### src/rtl/qnigma_retx_ctrl.sv
// qnigma_retx_ctrl -- send / wait-for-ack / retransmit controller.
//
// A transaction starts with one send pulse, then waits for ack while an
// upstream timer delivers ticks. After TIMEOUT_TICKS ticks without ack the
// request is retransmitted, up to MAX_RETRIES times; one more timeout after
// that ends the transaction with fail. ack ends it with done. abort cancels
// it silently.
//
// Parameters:
//   TIMEOUT_TICKS  timer ticks per attempt before timeout (>= 1)
//   MAX_RETRIES    retransmissions after the first send (>= 0)
// Ports:
//   clk        clock, rising edge
//   rst_n      asynchronous active-low reset
//   start      begin a transaction (honoured only when idle)
//   ack        response received for the current transaction
//   abort      cancel any transaction in progress
//   tick       timer tick from the upstream timer
//   tmr_en     upstream timer enable (high while waiting)
//   tmr_rst    upstream timer clear (high while sending)
//   send       one-cycle transmit / retransmit request
//   done       one-cycle success pulse
//   fail       one-cycle failure pulse
//   busy       high whenever not idle
//   retry_cnt  retransmissions issued in the current or last transaction
module qnigma_retx_ctrl #(
    parameter int TIMEOUT_TICKS = 4,
    parameter int MAX_RETRIES   = 3,
    localparam int RW = (MAX_RETRIES > 0) ? $clog2(MAX_RETRIES + 1) : 1,
    localparam int TW = (TIMEOUT_TICKS > 1) ? $clog2(TIMEOUT_TICKS) : 1
) (
    input  logic          clk,
    input  logic          rst_n,
    input  logic          start,
    input  logic          ack,
    input  logic          abort,
    input  logic          tick,
    output logic          tmr_en,
    output logic          tmr_rst,
    output logic          send,
    output logic          done,
    output logic          fail,
    output logic          busy,
    output logic [RW-1:0] retry_cnt
);

    typedef enum logic [1:0] {
        IDLE = 2'd0,
        SEND = 2'd1,
        WAIT = 2'd2
    } state_t;

    localparam logic [TW-1:0] TCNT_LAST = TW'(TIMEOUT_TICKS - 1);
    localparam logic [RW-1:0] RETRY_MAX = RW'(MAX_RETRIES);

    state_t        state, state_n;
    logic [RW-1:0] retry_q, retry_n;
    logic [TW-1:0] tcnt_q, tcnt_n;
    logic          done_q, done_n;
    logic          fail_q, fail_n;

    // State register. done/fail are registered so they appear in the cycle
    // after the deciding event, already in IDLE.
    // NOTE: sequential state uses non-blocking assignments so every flop
    // samples the pre-edge values computed by the combinational process.
    always_ff @(posedge clk or negedge rst_n) begin
        if (!rst_n) begin
            state   <= IDLE;
            retry_q <= '0;
            tcnt_q  <= '0;
            done_q  <= 1'b0;
            fail_q  <= 1'b0;
        end else begin
            state   <= state_n;
            retry_q <= retry_n;
            tcnt_q  <= tcnt_n;
            done_q  <= done_n;
            fail_q  <= fail_n;
        end
    end

    // Next-state logic. Priority: abort > ack > timeout/tick > start.
    always_comb begin
        // NOTE: every target gets a default first, so no path can leave one
        // unassigned and infer a latch.
        state_n = state;
        retry_n = retry_q;
        tcnt_n  = tcnt_q;
        done_n  = 1'b0;
        fail_n  = 1'b0;

        if (abort) begin
            state_n = IDLE;
        end else begin
            unique case (state)
                IDLE: begin
                    if (start) begin
                        state_n = SEND;
                        retry_n = '0;
                        tcnt_n  = '0;
                    end
                end
                SEND: begin
                    tcnt_n = '0;
                    if (ack) begin
                        state_n = IDLE;
                        done_n  = 1'b1;
                    end else begin
                        state_n = WAIT;
                    end
                end
                WAIT: begin
                    if (ack) begin
                        state_n = IDLE;
                        done_n  = 1'b1;
                    end else if (tick) begin
                        if (tcnt_q == TCNT_LAST) begin
                            // Retry budget check; retry_cnt only increments
                            // below the limit, so it saturates instead of wrapping.
                            if (retry_q < RETRY_MAX) begin
                                retry_n = retry_q + RW'(1);
                                state_n = SEND;
                            end else begin
                                state_n = IDLE;
                                fail_n  = 1'b1;
                            end
                        end else begin
                            tcnt_n = tcnt_q + TW'(1);
                        end
                    end
                end
                default: state_n = IDLE;
            endcase
        end
    end

    // Outputs decoded from registered state only.
    always_comb begin
        send      = (state == SEND);
        tmr_rst   = (state == SEND);
        tmr_en    = (state == WAIT);
        busy      = (state != IDLE);
        done      = done_q;
        fail      = fail_q;
        retry_cnt = retry_q;
    end

endmodule

### config.mk
export PLATFORM = sky130hd
export DESIGN_NAME = qnigma_retx_ctrl
export DESIGN_NICKNAME = d
export VERILOG_FILES = /design/src/rtl/qnigma_retx_ctrl.sv
export SDC_FILE = /design/constraint.sdc
export NUM_CORES = 1
export LEC_CHECK = 0
export ABC_AREA = 1
export CORE_UTILIZATION = 25
export CTS_BUF_LIST = sky130_fd_sc_hd__clkbuf_4 sky130_fd_sc_hd__clkbuf_8
export DETAILED_ROUTE_END_ITERATION = 8
export GPL_TIMING_DRIVEN = 1
export PLACE_DENSITY_LB_ADDON = 0.08
export SLEW_MARGIN = 10
export SYNTH_ARGS = -nofsm -noshare
export SYNTH_HDL_FRONTEND = slang
export SYNTH_SLANG_ARGS = --single-unit
### constraint.sdc
create_clock -name clk -period 2.6 [get_ports clk]
set_input_delay 0.26 -clock clk [delete_from_list [all_inputs] [get_ports clk]]
set_output_delay 0.26 -clock clk [all_outputs]
set_load 0.05 [all_outputs]
==> results of run 1 <==
## routing by layer
layer  wire length, microns  track usage  vias up  part of all wire
met1                    535       0.1277      219              0.45
met3                     50      0.06548        2             0.042
li1                       -            -      273                 -
met2                    586       0.2018        8              0.49
met4                     14      0.02778        0             0.012
met5                      0            0        -                 0
## cell families after synthesis
kind of cell               after synthesis  share of synthesized area
buffers and inverters                   12                    0.08142
AOI/OAI and AO/OA                        3                    0.03132
and+or+nand+nor                         49                     0.4071
adders and majority gates                7                     0.1461
DFF                                      8                     0.3340
## metrics by stage
stage          hold WS, ns  instance area, sq um  std cells    util  power (mW)
6_report            0.3051                 779.5        122  0.3490      0.4649
5_1_grt             0.3197                 779.5        122  0.3490      0.5086
4_1_cts             0.3172                 779.5        122  0.3490      0.4762
3_5_place_dp        0.4703                 757.0        119  0.3389      0.3773
2_1_floorplan     -0.03559                 599.3         79       -      0.3148
3_3_place_gp        0.4661                 757.0        119  0.3389      0.3775
## layout by cell type, fill, tap and decap left out
| cell | n |
|---|---|
| nor2_1 | 5 |
| nor2_2 | 2 |
| inv_1 | 7 |
| a21oi_2 | 1 |
| ha_1 | 7 |
| nand2_1 | 25 |
| nand2_2 | 6 |
| a21oi_1 | 2 |
| clkdlybuf4s50_1 | 13 |
| nand2_4 | 1 |
| nand3_1 | 4 |
| dfrtp_1 | 8 |
| clkbuf_4 | 3 |
| nor2_4 | 2 |
| nand3b_1 | 3 |
| inv_2 | 4 |
| nor3_1 | 1 |
## worst paths after layout
| kind | start | depth (start not counted) | endpoint | slack, ns |
|---|---|---|---|---|
| setup / recovery | state[0] | 3 | tmr_en | 0.43 |
| hold / removal | rst_n | 1 | state[0] | 0.31 |
| setup reg to reg | state[0] | 8 | retry_cnt[1] | 1.24 |
| hold reg to reg | tcnt_q[1] | 2 | tcnt_q[1] | 0.48 |
| max in group asynchronous | rst_n | 1 | fail | 2.01 |
| min in group clk | tcnt_q[1] | 2 | tcnt_q[1] | 0.48 |
## power by group through the flow
stage | Clock (mW) | Sequential, mW | Combinational [mW]
after global placement | 0 | 0.151 | 0.227
after floorplan | 0 | 0.165 | 0.150
after detailed placement | 0 | 0.151 | 0.226
after CTS | 0.100 | 0.149 | 0.227
final | 0.0932 | 0.149 | 0.223
after global routing | 0.113 | 0.150 | 0.245
## registers in the layout, summed over array words and instances, names as in the netlist
name / flops
fail: 1
retry_cnt: 2
tcnt_q: 2
state: 2
done: 1
## cell type report
cell class	instances	area, sq um	share of cell area
Tap cell	28	35.03	0.04494
Timing Repair Buffer	13	130.1	0.1669
Clock buffer	3	22.52	0.02889
Sequential cell	8	200.2	0.2568
Multi-Input combinational cell	59	350.3	0.4494
Inverter	11	41.29	0.05297
## cell usage after synthesis
library cell	number	area, sq um
nand2_2	6	37.54
nand2_1	25	93.84
inv_1	7	26.28
nor2_1	5	18.77
nand3b_1	3	22.52
dfrtp_1	8	200.2
nor2_2	2	12.51
buf_4	1	7.510
ha_1	7	87.58
nor2_4	2	22.52
a21oi_1	2	10.01
nor3_1	1	5.000
a21oi_2	1	8.760
inv_2	4	15.01
nand3_1	4	20.02
nand2_4	1	11.26
## worst max-delay path: stages, from the launching register on
cell	delay, ns
dfrtp_1	0.41
inv_1	0.11
ha_1	0.29
clkdlybuf4s50_1	0.85
==> metrics.md, run 1 <==
| Metric | Value |
|---|---|
| Outcome | finished clean |
| Syn Nets | slightly above 90 |
| Required @ worst endpoint | around 2.3 ns |
| Maximum fanout along the worst path | 7 |
| WP data arrival | 1.91 ns |
| Final Max Tran Viols | 0 |
| Max cap viols | 0 |
| Final Cycle Share | 0.8345 |
| Total CTS buffers | 3 |
| Drt via density | 4.115 |
| Setup TNS | 0 ns |
| Nets@finish | about 110 |
| Vias in the first global route | approximately 510 |
| Post-cts repair resize count | 0 |
| Worst-Margin Slew | 0.4906 ns |
| WS Path Type | register to output pin |
| Rel. slew slack | 0.6719 |
| Core Rows | 17 |
| Number of routed nets with antenna violations | 0 |
| CP Capture Type | output pin |
| VDD IR max | 0.2880 mV |
| Root Buffer | clkbuf_4 |
| Initial antenna violation count | 0 |
| Fillers | 250 |
| Layout area overhead | 30.06% |
| CP Launch Type | register |
| Number of distinct library cells after synthesis | 16 |
| Int Power | 0.2635 mW |
| Final setup vio count | 0 |
| Routed WL per cell | around 9.7 microns |
| Min Tclk post-route | 2.170 ns |
| Clock buffer depth | 2 |
| PortBufs | 13 |
| H-Tree Depth | 1 |
| Die ar. | 2597 sq um |
| Sw Share | 0.4332 |
| Initial DRT Pass Iterations | 3 |
| Post-Synthesis Cells | ~80 |
| Post-Syn Area per Cell | 7.586 sq um |
| First-pass GRT wire length | 2.187 mm |
| CTS tree | built |
| Initial DRC Count | 4 |
| Die width | between 50 and 60 microns |
| Starting density of the core | 0.2683 |
| DIE HEIGHT | 50.96 microns |
| Net Sw Power | ~0.20 mW |
| Core box area | ~2200 sq um |
| Register bit total from synthesis | 8 |
| Sinks on Clock Net | 8 |
| Via count | approximately 500 |
| Fmax | 460.9 MHz |
| Share of power burned in registers | 0.320 |
| Largest net degree at the start of global routing | 9 |
| Pre-CTS setup slack | just under 0.7 ns |
| I/O pins | 14 |
| Synth Cell Area | around 600 sq um |
| Drt total wl | around 1.2 mm |
| Clock power share | 0.200 |
| RSZ-0062 raised after global routing | no |
| Ys Warns | 0 |
| Setup bufs post-CTS | 0 |
| Fraction of layout cells with a size suffix above 1 | 0.2021 |
| PwrDens | 596.4 nW/um^2 |
| P_leak | 0.3885 nW |
| Worst-path clk slew | 0.05 ns |
| Detailed Place HPWL | 1.005 mm |
| GRT Overall Usage | 0.1189 |
| Hold Buf Count CTS | 0 |
| Gpl congestion | between 0.7 and 0.8 |
| Final Hold Fails | 0 |
| Hold WC Path Type | primary input to async pin |
| Gr ovfl total | 0 |
| Final worst slack | 0.4303 ns |
| Seq/Total Area, Yosys | 0.3340 |
| Layout Skew | around 0.0018 ns |
| Combinational Power Share | 0.480 |
| # diodes | 0 |
| Latest clock arrival within the worst-skew pair | between 0.2 and 0.3 ns |
| Residual DRC count | 0 |
No activity file was read; power rests on OpenSTA's default activity.
==> run 2: changes to the inputs <==
==> constraint.sdc (replaced) <==
create_clock -name clk -period 1.9 [get_ports clk]
set_input_delay 0.19 -clock clk [delete_from_list [all_inputs] [get_ports clk]]
set_output_delay 0.19 -clock clk [all_outputs]
set_load 0.05 [all_outputs]
==> metrics.md, run 2 (same netlist as run 1, synthesis figures left out) <==
| Metric | Value |
|---|---|
| Min Tclk post-route | 1.653 ns |
| Sinks on Clock Net | 8 (unchanged) |
| Post-cts repair resize count | 0 (unchanged) |
| Commonest non-fill, non-tap cell in the layout | nand2_1 |
| Fraction of layout cells with a size suffix above 1 | 0.2447 (+0.04255) |
| Number of routed nets with antenna violations | 0 (unchanged) |
| Die ar. | 2597 sq um (unchanged) |
| Critical-path cell list | clkdlybuf4s50_1 |
| PortBufs | 13 (unchanged) |
| # diodes | 0 (unchanged) |
| Worst-path clk slew | 0.06 ns (about the same) |
| Rel. slew slack | 0.6728 (+0.0009300) |
| Residual DRC count | 0 (unchanged) |
| Hold WC Path Type | primary input to async pin |
| I/O pins | 14 (unchanged) |
| Total CTS buffers | 3 (unchanged) |
| Clock buffer depth | 2 (unchanged) |
| Sw Share | 0.4389 (+0.005779) |
| Latest clock arrival within the worst-skew pair | 0.25 ns (about the same) |
| CP Launch Type | register |
| Largest net degree at the start of global routing | 9 (unchanged) |
| DIE HEIGHT | 50.96 microns (unchanged) |
| Final setup vio count | 0 (unchanged) |
| Core Rows | 17 (unchanged) |
| WS Path Type | register to output pin |
| Detailed Place HPWL | 1.007 mm (+0.19%) |
| R2r startpoint | state[0] |
| Gpl congestion | 0.7093 (-3.5%) |
| Setup TNS | 0 ns (unchanged) |
| Final Hold Fails | 0 (unchanged) |
| Via count | 516 (+2.8%) |
| Maximum fanout along the worst path | 4 (-3) |
| Layout area overhead | 30.48% |
| CP Capture Type | output pin |
| Worst path slowest cell | clkdlybuf4s50_1 |
| Combinational Power Share | 0.474 (-0.006) |
| Core box area | 2233 sq um (unchanged) |
| CTS tree | built |
| Share of power burned in registers | 0.319 (about the same) |
| Root Buffer | clkbuf_4 |
| Int Power | 0.3577 mW (+36%) |
| Initial antenna violation count | 0 (unchanged) |
| Initial DRC Count | 1 (-3) |
| First-pass GRT wire length | 2.111 mm (-3.5%) |
| PwrDens | 815.2 nW/um^2 (+37%) |
| P_leak | 0.3974 nW (+2.3%) |
| Worst path top cell family by delay | buffers and inverters |
| Final Max Tran Viols | 0 (unchanged) |
| Layout Skew | 0.0006743 ns (-0.001128 ns) |
| Vias in the first global route | 514 (+1.4%) |
| Max cap viols | 0 (unchanged) |
| VDD IR max | 0.3058 mV (+6.2%) |
| Crit path buffers/inverters | 1 (-1) |
| Setup bufs post-CTS | 0 (unchanged) |
| Drt via density | 4.230 (+2.8%) |
| GRT Overall Usage | 0.1141 (-0.004839) |
| Routed WL per cell | 9.631 microns (-0.93%) |
| Starting density of the core | 0.2683 (unchanged) |
| Critical Path Max Stage Delay | 0.82 ns (-0.03 ns) |
| RSZ-0062 raised after global routing | no |
| Drt total wl | 1.175 mm (-0.93%) |
| Die width | 50.96 microns (unchanged) |
| Finished layout cell area | 782.0 sq um (+0.32%) |
| Nets@finish | 109 (unchanged) |
| H-Tree Depth | 1 (unchanged) |
| WP data arrival | 1.46 ns (-0.45 ns) |
| Worst-Margin Slew | 0.4892 ns (-0.001391 ns) |
| Final Cycle Share | 0.8700 |
| Gr ovfl total | 0 (unchanged) |
| Crit. Startpoint | retry_cnt[0] |
| Net Sw Power | 0.2798 mW (+39%) |
| Required @ worst endpoint | 1.71 ns (-0.63 ns) |
| Clock power share | 0.207 (+0.007) |
| Outcome | finished clean |
| Initial DRT Pass Iterations | 2 (-1) |
| Fmax | 604.9 MHz |
| Cell Area, Placed | 759.5 sq um (+0.33%) |
| Hold Buf Count CTS | 0 (unchanged) |
| Commonest non-fill, non-tap cells in the layout | nand2_1 (25), clkdlybuf4s50_1 (9), dfrtp_1 (8), inv_1 (7), ha_1 (7) |
run 2: metal layers:
metal  GRT usage  up-vias  share of wire
met3     0.05357        2          0.044
met5           0        -              0
met2      0.2149        8           0.53
met4     0.04167        0          0.012
li1            -      274              -
met1      0.1047      232           0.42
run 2: per-stage QoR:
stage / hold slack [ns] / setup WS (ns) / util / cells / total power, mW
after detailed placement: 0.4718 / 0.5085 / 0.3401 / 119 / 0.5146
after global routing: 0.2546 / 0.1794 / 0.3501 / 122 / 0.6907
after global placement: 0.4663 / 0.5084 / 0.3401 / 119 / 0.5154
final: 0.2207 / 0.2470 / 0.3501 / 122 / 0.6375
after CTS: 0.2393 / 0.2252 / 0.3501 / 122 / 0.6553
after floorplan: -0.1056 / 0.3119 / - / 79 / 0.4308
run 2: worst reg2reg max path, cell delays in order, from the launching register on:
cell and delay (ns):
dfrtp_1 0.39, inv_1 0.09, ha_1 0.31, nand2_1 0.15, nand2_4 0.06, nor2_4 0.12
nand2_2 0.06, nand2_1 0.05, nand2_1 0.05
run 2: final cells by class:
cell class | instances | area [sq um]
Fill cell | 245 | 1451
Multi-Input combinational cell | 59 | 350.3
Sequential cell | 8 | 200.2
Timing Repair Buffer | 13 | 132.6
Inverter | 11 | 41.29
Tap cell | 28 | 35.03
Clock buffer | 3 | 22.52
run 2: path summary, 6_finish.rpt:
check | end | slack (ns) | cells after the start
min in group clk | tcnt_q[1] | 0.49 | 2
setup / recovery | retry_cnt[0] | 0.25 | 1
hold / removal | fail | 0.22 | 1
hold reg to reg | tcnt_q[1] | 0.49 | 2
max in group asynchronous | state[1] | 1.41 | 1
setup reg to reg | retry_cnt[0] | 0.53 | 8
run 2: power by group through the flow:
stage	clock, mW	combinational (mW)	sequential (mW)
6_report	0.132	0.302	0.203
5_1_grt	0.153	0.331	0.207
4_1_cts	0.143	0.308	0.204
3_5_place_dp	0	0.308	0.207
3_3_place_gp	0	0.309	0.206
2_1_floorplan	0	0.206	0.225
==> run 3: changes to the inputs <==
--- a/config.mk
+++ b/config.mk
@@ -8,7 +8,9 @@
 export ABC_AREA = 1
 export CORE_UTILIZATION = 25
 export CTS_BUF_LIST = sky130_fd_sc_hd__clkbuf_4 sky130_fd_sc_hd__clkbuf_8
+export CTS_CLUSTER_DIAMETER = 150
 export DETAILED_ROUTE_END_ITERATION = 8
+export DONT_BUFFER_PORTS = 1
 export GPL_TIMING_DRIVEN = 1
 export PLACE_DENSITY_LB_ADDON = 0.08
 export SLEW_MARGIN = 10
==> metrics.md, run 3 (same netlist as run 1, synthesis figures left out) <==
| Metric | Value |
|---|---|
| Gr ovfl total | 0 (unchanged) |
| Clock buffer depth | 2 (unchanged) |
| Detailed Place HPWL | 1.062 mm (+5.5%) |
| Vias in the first global route | 491 (-4.5%) |
| PwrDens | 863.1 nW/um^2 (+5.9%) |
| Hold WC Path Type | primary input to register |
| Residual DRC count | 0 (unchanged) |
| Min Tclk post-route | 1.468 ns (-0.1849 ns) |
| Final Hold Fails | 0 (unchanged) |
| Critical-path cell list | inv_1 > ha_1 > inv_1 > buf_4 |
| DIE HEIGHT | 50.96 microns (unchanged) |
| Root Buffer | clkbuf_4 |
| Starting density of the core | 0.2683 (unchanged) |
| Critical Path Max Stage Delay | 0.42 ns (-0.40 ns) |
| Required @ worst endpoint | 1.71 ns (about the same) |
| Final Max Tran Viols | 0 (unchanged) |
| Layout area overhead | 19.21% |
| Fmax | 681.1 MHz (+13%) |
| Final setup vio count | 0 (unchanged) |
| Initial DRC Count | 3 (+2) |
| Outcome | finished clean |
| Rel. slew slack | 0.6996 (+0.02678) |
| Initial antenna violation count | 0 (unchanged) |
| Uppermost routed layer | met4 |
| DRT met1 WL | 534 microns (+9.2%) |
| Critical path's most frequent cell | inv_1 |
| Final Total Pwr | 0.6167 mW (-3.3%) |
| Initial DRT Pass Iterations | 2 (unchanged) |
| Worst path slowest cell | dfrtp_1 |
| Final Cycle Share | 0.7727 (-0.09730) |
| Routed WL per cell | 10.57 microns (+9.8%) |
| CP Capture Type | output pin |
| VDD IR max | 0.3123 mV (+2.1%) |
| GRT Overall Usage | 0.1125 (-0.001590) |
| WS Path Type | register to output pin |
| Final worst slack | 0.4318 ns (+0.1849 ns) |
| Worst-path clk slew | 0.06 ns (about the same) |
| Die width | 50.96 microns (unchanged) |
| Sinks on Clock Net | 8 (unchanged) |
| Pre-CTS setup slack | 0.5321 ns (+0.02356 ns) |
| Commonest non-fill, non-tap cells in the layout | nand2_1 (25), dfrtp_1 (8), inv_1 (7), ha_1 (7) |
| Latest clock arrival within the worst-skew pair | 0.25 ns (about the same) |
| First-pass GRT wire length | 2.104 mm (-0.33%) |
| FF/Latch Area | 200.2 sq um (unchanged) |
| Core Rows | 17 (unchanged) |
| Crit path buffers/inverters | 3 (+2) |
| I/O pins | 14 (unchanged) |
| Drt via density | 4.179 (-1.2%) |
| Nets@finish | 104 (-4.6%) |
| PortBufs | 0 (-13) |
| Gpl congestion | 0.7481 (+5.5%) |
| Cell Area, Placed | 671.9 sq um (-12%) |
| P_leak | 0.3805 nW (-4.3%) |
| RSZ-0062 raised after global routing | no |
| Setup bufs post-CTS | 0 (unchanged) |
| Core box area | 2233 sq um (unchanged) |
| Routed wl met2 | 642 microns (+4.1%) |
| H-Tree Depth | 1 (unchanged) |
| Worst path top cell family by delay | flip-flops |
| WP data arrival | 1.28 ns (-0.18 ns) |
| Maximum fanout along the worst path | 5 (+1) |
| Die ar. | 2597 sq um (unchanged) |
| Finished layout cell area | 714.4 sq um (-8.6%) |
| Fillers | 258 (+5.3%) |
| Wire length on met3 | 45 microns (-13%) |
| Max cap viols | 0 (unchanged) |
| Worst-Margin Slew | 0.4509 ns (-0.03832 ns) |
| Post-cts repair resize count | 0 (unchanged) |
| Layout Skew | 0.002394 ns (+0.001720 ns) |
| Commonest non-fill, non-tap cell in the layout | nand2_1 |
| Largest net degree at the start of global routing | 9 (unchanged) |
| Fraction of layout cells with a size suffix above 1 | 0.2809 (+0.03622) |
| # diodes | 0 (unchanged) |
| Drt total wl | 1.237 mm (+5.3%) |
| CTS tree | built |
| Total CTS buffers | 3 (unchanged) |
| Via count | 489 (-5.2%) |
| Multi-input gate area | 350.3 sq um (unchanged) |
| CP Launch Type | register |
| Number of routed nets with antenna violations | 0 (unchanged) |
| Setup TNS | 0 ns (unchanged) |
## run 3: changes by cell type in the layout (fill, tap and decap cells not counted)
cell / delta
dlygate4sd3_1: +2
clkdlybuf4s50_1: -9
buf_4: +3
buf_12: -1
## run 3: repair_timing
action	4_1_cts	5_1_grt
endpoints found under the setup margin	0	0
hold endpoints to repair	9	0
hold buffers	2	0
## run 3: where the power goes
group	internal [mW]	switching [mW]	total, mW
Clock	0.0725	0.0611	0.134
Sequential	0.187	0.0226	0.210
Combinational	0.0823	0.191	0.273
## run 3: worst register-to-register path: stages, from the launching register on
cell     delay (ns)
dfrtp_1        0.41
inv_1          0.11
ha_1           0.22
buf_4          0.24
inv_1          0.08
nor2_1         0.08
nand3_1        0.09
nand2_1        0.07
## run 3: path summary, 6_finish.rpt
path / start / to / slack [ns] / cells after the start
setup / recovery: state[1] / busy / 0.43 / 4
hold / removal: ack / done / 0.07 / 2
setup reg to reg: state[0] / tcnt_q[0] / 0.54 / 7
hold reg to reg: tcnt_q[1] / tcnt_q[1] / 0.48 / 2
max in group asynchronous: rst_n / state[0] / 1.32 / 1
min in group asynchronous: rst_n / retry_cnt[1] / 0.29 / 1
## run 3: per-stage QoR
step                      std cells  hold WS [ns]  utilization
after floorplan                  79       -0.1056            -
after global placement          112       -0.1054       0.3008
after detailed placement        112       -0.1054       0.3008
after CTS                       117       0.06253       0.3199
after global routing            117       0.05915       0.3199
final                           117       0.07157       0.3199
## run 3: final cells by class
class / count / area share
Sequential cell: 8 / 0.2802
Clock buffer: 3 / 0.03152
Tap cell: 28 / 0.04904
Inverter: 11 / 0.05779
Multi-Input combinational cell: 59 / 0.4904
Timing Repair Buffer: 8 / 0.09107
## run 3: layer usage
| metal | up-vias | GRT usage |
|---|---|---|
| li1 | 262 | - |
| met1 | 217 | 0.1182 |
| met2 | 8 | 0.2039 |
| met3 | 2 | 0.04762 |
| met4 | 0 | 0.02778 |
| met5 | - | 0 |
